==> src/rtl/vscale_mul_div_pkg.sv <==
`default_nettype none
// vscale_mul_div_pkg: funct3 op encodings, FSM states and operand-sign helpers.
// Revision: 1.0
package vscale_mul_div_pkg;

  localparam int MD_OP_WIDTH = 3;

  typedef enum logic [MD_OP_WIDTH-1:0] {
    MD_OP_MUL    = 3'd0,
    MD_OP_MULH   = 3'd1,
    MD_OP_MULHSU = 3'd2,
    MD_OP_MULHU  = 3'd3,
    MD_OP_DIV    = 3'd4,
    MD_OP_DIVU   = 3'd5,
    MD_OP_REM    = 3'd6,
    MD_OP_REMU   = 3'd7
  } md_op_e;

  typedef enum logic [1:0] {
    MD_STATE_IDLE    = 2'd0,
    MD_STATE_COMPUTE = 2'd1,
    MD_STATE_DONE    = 2'd2
  } md_state_e;

  function automatic logic in1_signed(input logic [MD_OP_WIDTH-1:0] op);
    return (op == MD_OP_MULH) || (op == MD_OP_MULHSU) || (op == MD_OP_DIV) || (op == MD_OP_REM);
  endfunction

  function automatic logic in2_signed(input logic [MD_OP_WIDTH-1:0] op);
    return (op == MD_OP_MULH) || (op == MD_OP_DIV) || (op == MD_OP_REM);
  endfunction

endpackage
`default_nettype wire

==> src/rtl/vscale_mul_div_negate.sv <==
`default_nettype none
// vscale_mul_div_negate: conditional two's-complement of a W-bit value.
// Revision: 1.0
module vscale_mul_div_negate #(
  parameter int W = 32
) (
  input  logic         neg,
  input  logic [W-1:0] a,
  output logic [W-1:0] y
);

  assign y = neg ? -a : a;

endmodule
`default_nettype wire

==> src/rtl/vscale_mul_div.sv <==
`default_nettype none
// vscale_mul_div: iterative RV32M/RV64M multiply/divide, one bit per cycle, fixed XLEN+1 latency.
// Revision: 1.0
module vscale_mul_div
  import vscale_mul_div_pkg::*;
#(
  parameter int XLEN = 32
) (
  input  logic                   clk,
  input  logic                   reset_n,
  input  logic                   req_valid,
  output logic                   req_ready,
  input  logic [MD_OP_WIDTH-1:0] req_op,
  input  logic [XLEN-1:0]        req_in1,
  input  logic [XLEN-1:0]        req_in2,
  input  logic                   kill,
  output logic                   resp_valid,
  input  logic                   resp_ready,
  output logic [XLEN-1:0]        resp_result
);

  localparam int CW = $clog2(XLEN);
  localparam logic [CW-1:0] LAST = CW'(XLEN - 1);

  md_state_e               state_q, state_d;
  logic [MD_OP_WIDTH-1:0]  op_q;
  logic                    neg_q;
  logic [CW-1:0]           cnt_q;
  logic [XLEN-1:0]         opd_q, result_q, result_d;
  logic [2*XLEN-1:0]       acc_q, acc_d, prod;

  logic                    accept, s1, s2, neg_d, is_div, last;
  logic [XLEN-1:0]         abs1, abs2, hi, lo, quo_rem, div_res;
  logic [XLEN:0]           add_a, add_b, sum;

  assign req_ready   = (state_q == MD_STATE_IDLE) && !kill;
  assign accept      = req_valid && req_ready;
  assign resp_valid  = (state_q == MD_STATE_DONE);
  assign resp_result = result_q;

  assign s1 = in1_signed(req_op) && req_in1[XLEN-1];
  assign s2 = in2_signed(req_op) && req_in2[XLEN-1];
  // Remainder follows the dividend sign; a zero divisor leaves the all-ones quotient uncorrected.
  assign neg_d = !req_op[2] ? (s1 ^ s2) :
                 req_op[1]  ? s1 : ((s1 ^ s2) && (req_in2 != '0));

  vscale_mul_div_negate #(.W(XLEN)) u_abs1 (.neg(s1), .a(req_in1), .y(abs1));
  vscale_mul_div_negate #(.W(XLEN)) u_abs2 (.neg(s2), .a(req_in2), .y(abs2));

  assign is_div = op_q[2];
  assign last   = (cnt_q == LAST);
  assign hi     = acc_q[2*XLEN-1:XLEN];
  assign lo     = acc_q[XLEN-1:0];

  // Shared adder: multiply adds the multiplicand to the high half, divide subtracts the divisor
  // from the shifted partial remainder.
  always_comb begin
    add_a = is_div ? {hi, lo[XLEN-1]} : {1'b0, hi};
    add_b = {1'b0, opd_q} ^ {(XLEN+1){is_div}};
    sum   = add_a + add_b + (XLEN+1)'(is_div);
    acc_d = acc_q;
    if (is_div)
      acc_d = sum[XLEN] ? {acc_q[2*XLEN-2:0], 1'b0} : {sum[XLEN-1:0], lo[XLEN-2:0], 1'b1};
    else
      acc_d = lo[0] ? {sum, lo[XLEN-1:1]} : {1'b0, acc_q[2*XLEN-1:1]};
  end

  assign quo_rem = op_q[1] ? acc_d[2*XLEN-1:XLEN] : acc_d[XLEN-1:0];

  vscale_mul_div_negate #(.W(2*XLEN)) u_prod (.neg(neg_q), .a(acc_d),   .y(prod));
  vscale_mul_div_negate #(.W(XLEN))   u_div  (.neg(neg_q), .a(quo_rem), .y(div_res));

  assign result_d = is_div                ? div_res :
                    (op_q == MD_OP_MUL)   ? prod[XLEN-1:0] : prod[2*XLEN-1:XLEN];

  always_ff @(posedge clk or negedge reset_n) begin
    if (!reset_n) state_q <= MD_STATE_IDLE;
    else          state_q <= state_d;
  end

  always_comb begin
    state_d = state_q;
    if (kill) begin
      state_d = MD_STATE_IDLE;
    end else begin
      case (state_q)
        MD_STATE_IDLE:    if (req_valid) state_d = MD_STATE_COMPUTE;
        MD_STATE_COMPUTE: if (last)      state_d = MD_STATE_DONE;
        MD_STATE_DONE:    if (resp_ready) state_d = MD_STATE_IDLE;
        default:          state_d = MD_STATE_IDLE;
      endcase
    end
  end

  always_ff @(posedge clk or negedge reset_n) begin
    if (!reset_n) begin
      op_q     <= '0;
      neg_q    <= 1'b0;
      cnt_q    <= '0;
      opd_q    <= '0;
      acc_q    <= '0;
      result_q <= '0;
    end else if (accept) begin
      op_q  <= req_op;
      neg_q <= neg_d;
      opd_q <= abs2;
      acc_q <= {{XLEN{1'b0}}, abs1};
      cnt_q <= '0;
    end else if ((state_q == MD_STATE_COMPUTE) && !kill) begin
      acc_q <= acc_d;
      if (last) result_q <= result_d;
      else      cnt_q    <= cnt_q + 1'b1;
    end
  end

endmodule
`default_nettype wire

==> config.mk <==
export PLATFORM = sky130hd
export DESIGN_NAME = vscale_mul_div
export DESIGN_NICKNAME = d
export VERILOG_FILES = /design/src/rtl/vscale_mul_div_pkg.sv /design/src/rtl/vscale_mul_div_negate.sv /design/src/rtl/vscale_mul_div.sv
export SDC_FILE = /design/constraint.sdc
export NUM_CORES = 1
export LEC_CHECK = 0
export ABC_CLOCK_PERIOD_IN_PS = 12100
export CORE_MARGIN = 2
export CORE_UTILIZATION = 30
export CTS_BUF_LIST = sky130_fd_sc_hd__clkbuf_4
export CTS_CLUSTER_SIZE = 24
export DETAILED_ROUTE_END_ITERATION = 16
export GPL_TIMING_DRIVEN = 0
export SYNTH_ARGS = -nofsm -noshare
export SYNTH_HDL_FRONTEND = slang
export SYNTH_SLANG_ARGS = --single-unit
export TNS_END_PERCENT = 10
==> constraint.sdc <==
create_clock -name clk -period 12.1 [get_ports clk]
set_input_delay 2.42 -clock clk [delete_from_list [all_inputs] [get_ports clk]]
set_output_delay 2.42 -clock clk [all_outputs]
set_load 0.02 [all_outputs]
# ---- Word level (Yosys, flattened, before mapping)
# Cells that the tools add are included.
dict set report totals {
  register_bits 139
  in_bits 72
  wordCells 70
}
dict set report classes {
  add_sub_neg 7
  eq_ne 11
  n_mux 23
  bitwise 3
  n_reduce_logical 19
}
# operator n
set ops {}
lappend ops {{$mux W64} 6}
lappend ops {{$mux W32} 6}
lappend ops {{$neg A32 Y32} 3}
lappend ops {{$neg A64 Y64} 1}
lappend ops {{$add A33 B1 Y33} 1}
lappend ops {{$add A33 B33 Y33} 1}
lappend ops {{$mux W33} 1}
lappend ops {{$xor A32 B33 Y33} 1}
lappend ops {{$reduce_bool A32 Y1} 1}
lappend ops {{$mux W5} 3}
lappend ops {{$mux W2} 4}
lappend ops {{$eq A3 B3 Y1 const B} 2}
lappend ops {{$logic_and A1 B1 Y1} 6}
lappend ops {{$ne A3 B3 Y1 const B} 2}
lappend ops {{$pmux W2 S3} 1}
lappend ops {{$reduce_and A3 Y1} 2}
lappend ops {{$add A5 B1 Y5 const B} 1}
lappend ops {{$eq A5 B5 Y1 const B} 1}
lappend ops {{$logic_or A1 B1 Y1} 5}
lappend ops {{$eq A3 B1 Y1 const B} 1}
lappend ops {{$eq A3 B2 Y1 const B} 1}
lappend ops {{$logic_not A3 Y1} 1}
lappend ops {{$ne A3 B2 Y1 const B} 1}
lappend ops {{$eq A2 B1 Y1 const B} 1}
lappend ops {{other kinds (9)} 10}

# ---- Depth between registers and ports, before layout
dict set report depth {
  ltp_word 9
  depth_mapped 38
  mapped_depth_nobuf 22
}

# ---- Modules after synthesis
# A second synthesis with hierarchy kept.
dict set report unflattened {
  cells_unflattened 1827
  area_unflattened_um2 14191.1
}
# mod n_inst cells_per_inst area_per_inst_um2 seq_area_each_um2
set by_module_without_submodules {}
lappend by_module_without_submodules {vscale_mul_div 1 1305 10436.3 3478.3}
lappend by_module_without_submodules {{vscale_mul_div_negate (u_abs1 ...)} 3 108 767.0 0.0}
lappend by_module_without_submodules {{vscale_mul_div_negate (u_prod)} 1 198 1453.9 0.0}

# ---- Least setup slack after synthesis
# Ideal clock, no wire load.
dict set report synth_path {
  kind {register to register}
  start {reg op_q[2]}
  end {reg result_q[30] (netlist: resp_result[30])}
  arrival_ns 8.106
  path_slack_ns 3.912
  stages_incl_launch_ff 34
  synth_period_minus_slack_ns 8.188
  cell_sequence {dfrtp_1 > buf_2 > buf_2 > buf_2 > buf_2 > buf_2 > buf_2 > buf_2 > buf_2 > clkbuf_1 > clkbuf_1 > clkbuf_1 > clkbuf_1 > mux2_2 > ha_1 > a21o_1 > a221o_1 > a211oi_2 > o21ai_2 > nor3_2 > nor2_2 > buf_2 > a21oi_1 > ha_1 > o21ai_0 > nor2_1 > nand4_1 > or2_2 > buf_1 > nor4_2 > o2111ai_1 > or4_1 > o31a_1 > a31oi_1}
}
dict set report synth_via {
  elab_chain_cells 9
  elab_cells_between_ends 15
}
# element line_no
set synth_lines {}
lappend synth_lines {{from (decl)} vscale_mul_div.sv:26} ;# logic [MD_OP_WIDTH-1:0] op_q;
lappend synth_lines {{from (signal assigned)} vscale_mul_div.sv:104} ;# op_q <= req_op;
lappend synth_lines {{$mux W33 / $xor A32 B33 Y33 (equally long branches)} {vscale_mul_div.sv:58, vscale_mul_div.sv:59}}
lappend synth_lines {{$add A33 B33 Y33} vscale_mul_div.sv:60} ;# sum = add_a + add_b + (XLEN+1)'(is_div);
lappend synth_lines {{$add A33 B1 Y33} vscale_mul_div.sv:60}
lappend synth_lines {{$mux W64, on equally long branches} {vscale_mul_div.sv:63, vscale_mul_div.sv:65}}
lappend synth_lines {{$mux W64} vscale_mul_div.sv:62} ;# if (is_div)
lappend synth_lines {{$neg A64 Y64 / $mux W32 (equally long branches)} {vscale_mul_div_negate.sv:12, vscale_mul_div.sv:68}}
lappend synth_lines {{$mux W64 / $neg A32 Y32 (equally long branches)} vscale_mul_div_negate.sv:12} ;# assign y = neg ? -a : a;
lappend synth_lines {{$mux W32, on equally long branches} {vscale_mul_div.sv:74, vscale_mul_div_negate.sv:12}}
lappend synth_lines {{$mux W32 *} vscale_mul_div.sv:73} ;# assign result_d = is_div ? div_res :
lappend synth_lines {{to (signal assigned)} vscale_mul_div.sv:111} ;# if (last) result_q <= result_d;
lappend synth_lines {{to (decl)} vscale_mul_div.sv:29} ;# logic [XLEN-1:0] opd_q, result_q, result_d;
# Every way passes the cells marked *; elsewhere a longest branch is shown, timed or not.
# A chain may end at the register's enable or synchronous reset.

# ---- Final worst setup path
# Same ends and word-level chain as after synthesis.

==> run summary <==
The checks that failed: slew limit. Counting the buffers created by CTS gives 17. In the synthesized netlist the async set-or-reset flop fraction comes to 100.0%. The tool flagged a number of max-cap violations equal to 0. Clock-pin slew was measured on the worst setup and hold paths at 0.13 ns. In this run the count of I/O pins placed on the die edge is 106. After detailed placement, the design holds a cell count of 2902. For this run, design rule violations remaining after detail routing come to 0. The number of buffer and inverter stages on the critical path came out at 16.

The run finished, with violations left. Final total power: 4.658 mW. During placement, the flow inserted port buffers numbering 105.

The number of nets handed over by synthesis was 2226. VDD sags by at most 0.08591 mV. After the first detailed-routing iteration, the DRC count stood at 2189. Summing all placed instances gives a cell area of 17590 um^2.

The critical register-to-register path startpoint was op_q[2]. Relative contribution of combinational cells to total power: 76.3%. The first-pass iteration count of the detailed router came out at 8.

The initial antenna violation count came out at 3. The startpoint identified for the worst hold timing path is resp_result[1]. The share of final-layout standard cells stronger than drive strength 1 is 8.160%, and the final-layout setup total negative slack is 0 ns.

The worst setup path is captured at a register. For the maximum clock rate, the log shows 0.08321 GHz. The via count of the routed design is 18427. The effective utilization at floorplan was 30.42%.

The post-synthesis area per instance is 7.391 um^2, and the final HPWL from detailed placement is 68.00 mm. The internal power of the cells totals 1.785 mW. The dominant register cell in the synthesized netlist was dfrtp_1. The worst max-slew margin expressed relative to the limit was -2.147%. Synthesis inferred 139 register bits. The clock net in this run drives a total of 139 sinks. The number of pins exceeding their max-slew limit in the final report came out at 9. In this run, post-CTS hold repair placed 0 buffers. Of the total power, the share spent switching nets is 61.67%. The hold path depth came out at 2.

Hold is met by 0.4961 ns. The overall die width was 232.3 um. The analysis attributes to cell leakage a power of 6.780 nW. The tools report the number of cells produced by synthesis as 2116. The critical path is of the reg2reg type. In this run, flip-flops and latches consume 16.0% of the power. The hold violation total from the final report was 0; the via count of the first global-routing pass was 17481.

The clock reaches the later pin of the worst-skew pair after 0.81 ns. Area added between synthesis and finish: 14.66%. The congestion estimate from routability-driven global placement came to 0.9849.

The post-route clock skew was 0.07153 ns; the logic depth of the worst register-to-register path was 36. In this run the worst path has a maximum fanout of 11. At the pin with the least slew margin, the transition time is 1.532 ns. Summing every instance area after synthesis gives 15640 um^2. Per report_power, the clock group accounts for 7.8% of the total. The slowest stage of the critical path is the or4_1 cell.

The period utilization was 99.33%; the maximum number of pins on one net before global-route repair was 78. The number of core rows came out at 83. The count of nets left with antenna violations once routing finished came out at 0. TritonCTS built the clock tree. After detailed routing, the total wire length is 85.36 mm. Of the synthesized area, sequential elements account for 22.24%.

The run gives 31.60% as the overall fraction of global-route tracks in use. The clock passes through at most 2 buffers. The logs give 2.873 mW for the net switching power figure and 51410 um^2 for the core box area. The floorplan step set the die height to 232.3 um. Setup violations remaining at the end of the flow were counted as 0. The tools report the endpoint with the worst hold slack as resp_result[1]. Die footprint: 53970 um^2.

In this run the worst hold path is classified as reg2reg. The worst flop-to-flop path endpoint is resp_result[30]. Excluding fillers, the count of instances in the completed layout stands at 2937. Cell type group with the largest total delay on the critical path: buffers and inverters.

The power density over the cells is 259.7 nW/um^2, and the worst path arrival time is 12.62 ns. In this design, the critical path's most frequently occurring cell is buf_2. The post-route standard cell area excluding fillers came out at 17930 um^2. The cell sitting at the root of the clock tree is a clkbuf_4. The number of fillers in the final layout is 5580, and the number of distinct standard cells referenced by the synthesized netlist is 102.

Global route total overflow: 0. The first global-routing pass estimated 122.8 mm of wire. Dividing the detail-routed wire length by the instance count gives 29.07 um.

The number of enable flip-flop cells after synthesis is 0, and the total of warnings raised by yosys is 0. For the number of nets at the end of the flow, the log shows 2352. The required time reported for the critical path endpoint came out at 12.71 ns. The smallest clock period supported by the final layout is computed as 12.02 ns. The startpoint kind of the worst setup timing path is a register. The clock tree synthesis step divided the H-tree into 4 levels. On the worst path, the slowest cell contributes a delay of 0.73 ns. In the routed layout, each cell is associated on average with a via count of 6.274. The setup check on the worst reg-to-reg path leaves a slack of 0.08 ns.
==> sequential cells by signal, indices dropped and copies added, names as in the netlist <==
register and flops:
acc_q 64, opd_q 32, resp_result 32, cnt_q 5, op_q 3, state_q 2
neg_q 1
==> synthesized netlist by cell type, types with 6 or more instances <==
| cell type | n | area [um^2] |
|---|---|---|
| nand3_1 | 87 | 435.4 |
| nor2_1 | 160 | 600.6 |
| and3_1 | 16 | 100.1 |
| o22ai_1 | 10 | 62.56 |
| a31oi_1 | 38 | 237.7 |
| or3_1 | 33 | 206.5 |
| a32oi_1 | 8 | 70.07 |
| o221ai_1 | 9 | 78.83 |
| o21ai_0 | 226 | 1131 |
| nor2b_1 | 24 | 150.1 |
| buf_2 | 31 | 155.2 |
| o2111ai_1 | 6 | 52.55 |
| a31o_2 | 14 | 122.6 |
| a21oi_1 | 114 | 570.6 |
| o31ai_1 | 37 | 277.8 |
| nand2_1 | 277 | 1040 |
| xor2_1 | 109 | 954.7 |
| a221o_1 | 7 | 70.07 |
| dfrtp_1 | 139 | 3478 |
| mux2i_1 | 44 | 440.4 |
| a311oi_1 | 9 | 78.83 |
| a21o_1 | 21 | 157.7 |
| nand2b_1 | 9 | 56.30 |
| nor3_1 | 57 | 285.3 |
| inv_1 | 33 | 123.9 |
| nand4_1 | 20 | 125.1 |
| a22oi_1 | 10 | 75.07 |
| clkbuf_1 | 107 | 401.6 |
| buf_1 | 14 | 52.55 |
| a2111oi_0 | 14 | 122.6 |
| a211oi_1 | 30 | 225.2 |
| ha_1 | 37 | 462.9 |
| or2_2 | 14 | 87.58 |
| o21a_1 | 15 | 112.6 |
| or4_1 | 15 | 112.6 |
| a41oi_1 | 10 | 87.58 |
| o41ai_1 | 10 | 87.58 |
| nor4_1 | 18 | 112.6 |
| mux2_2 | 41 | 461.7 |
| o211ai_1 | 44 | 330.3 |
| and2_1 | 14 | 87.58 |
| xnor2_1 | 63 | 551.8 |
==> worst max-delay path by stage <==
stage                     cells past startpoint  slack [ns]     from              end
after floorplan                              33        3.91  op_q[2]  resp_result[30]
after global placement                       36       -1.60  op_q[2]  resp_result[28]
after detailed placement                     35       -1.50  op_q[2]  resp_result[30]
after CTS                                    35        0.04  op_q[2]  resp_result[28]
after global routing                         36       -0.02  op_q[2]  resp_result[30]
final                                        36        0.08  op_q[2]  resp_result[30]
==> cell type report <==
| type | count | area (um^2) | share of cell area, % |
|---|---|---|---|
| Buffer | 156 | 658.1 | 3.670 |
| Inverter | 35 | 131.4 | 0.7326 |
| Clock inverter | 15 | 173.9 | 0.9699 |
| Clock buffer | 17 | 127.6 | 0.7117 |
| Tap cell | 680 | 850.8 | 4.745 |
| Timing Repair Buffer | 107 | 1087 | 6.063 |
| Multi-Input combinational cell | 1786 | 11420 | 63.68 |
| Antenna cell | 2 | 5.005 | 0.02791 |
| Sequential cell | 139 | 3478 | 19.40 |
==> placed cells by master (no fill, tap or decap), types with 55 or more instances in the layout <==
cell type	count
o21ai_0	226
a21oi_1	113
nand2_1	277
dfrtp_1	139
xor2_1	109
xnor2_1	63
nor3_1	55
nor2_1	160
nand3_1	87
clkbuf_1	102
clkdlybuf4s50_1	104
==> kinds of logic (layout without fill, tap and decap cells) <==
group / Yosys count / count (layout) / synth area share (%)
flops: 139 / 139 / 22.24
xor+xnor: 172 / 172 / 9.632
mux: 87 / 87 / 5.984
compound gates: 711 / 711 / 30.22
fa+ha+maj: 38 / 38 / 3.088
simple gates: 778 / 778 / 23.90
buf+inv: 191 / 330 / 4.944
other cells: 0 / 2 / 0
==> what timing repair did <==
action	4_1_cts	5_1_grt
setup buffers	0	1
pin swaps	0	1
resized for setup	9	12
endpoints found under the setup margin	26	12
==> metrics by stage <==
step                      util (%)  setup WS [ns]
after global placement       34.12         -1.603
after CTS                    34.84        0.03651
after global routing         34.88       -0.01542
final                        34.88        0.08152
after detailed placement     34.21         -1.498
after floorplan                  -          3.912
==> power groups by stage <==
stage	combinational (mW)	sequential, mW	clock (mW)
3_5_place_dp	3.40	0.740	0
5_1_grt	3.74	0.748	0.392
2_1_floorplan	2.20	0.656	0
6_report	3.55	0.744	0.361
3_3_place_gp	3.40	0.737	0
4_1_cts	3.42	0.731	0.376
==> tightest hold or removal path, delay by kind of cell (launching register included) <==
family	cells	cell delay [ns]
flip-flops	1	0.36
AO/OA/AOI/OAI	1	0.06
AND/OR/NAND/NOR	1	0.05
==> per-layer routing <==
metal | vias to the layer above | share of wire (%) | GRT usage, %
met5 | - | 0 | 0
met3 | 214 | 9.6 | 6.692
met1 | 9002 | 42 | 42.51
li1 | 8122 | - | -
met4 | 0 | 5.3 | 16.43
met2 | 1089 | 43 | 47.28
(Power assumes the default switching activity.)
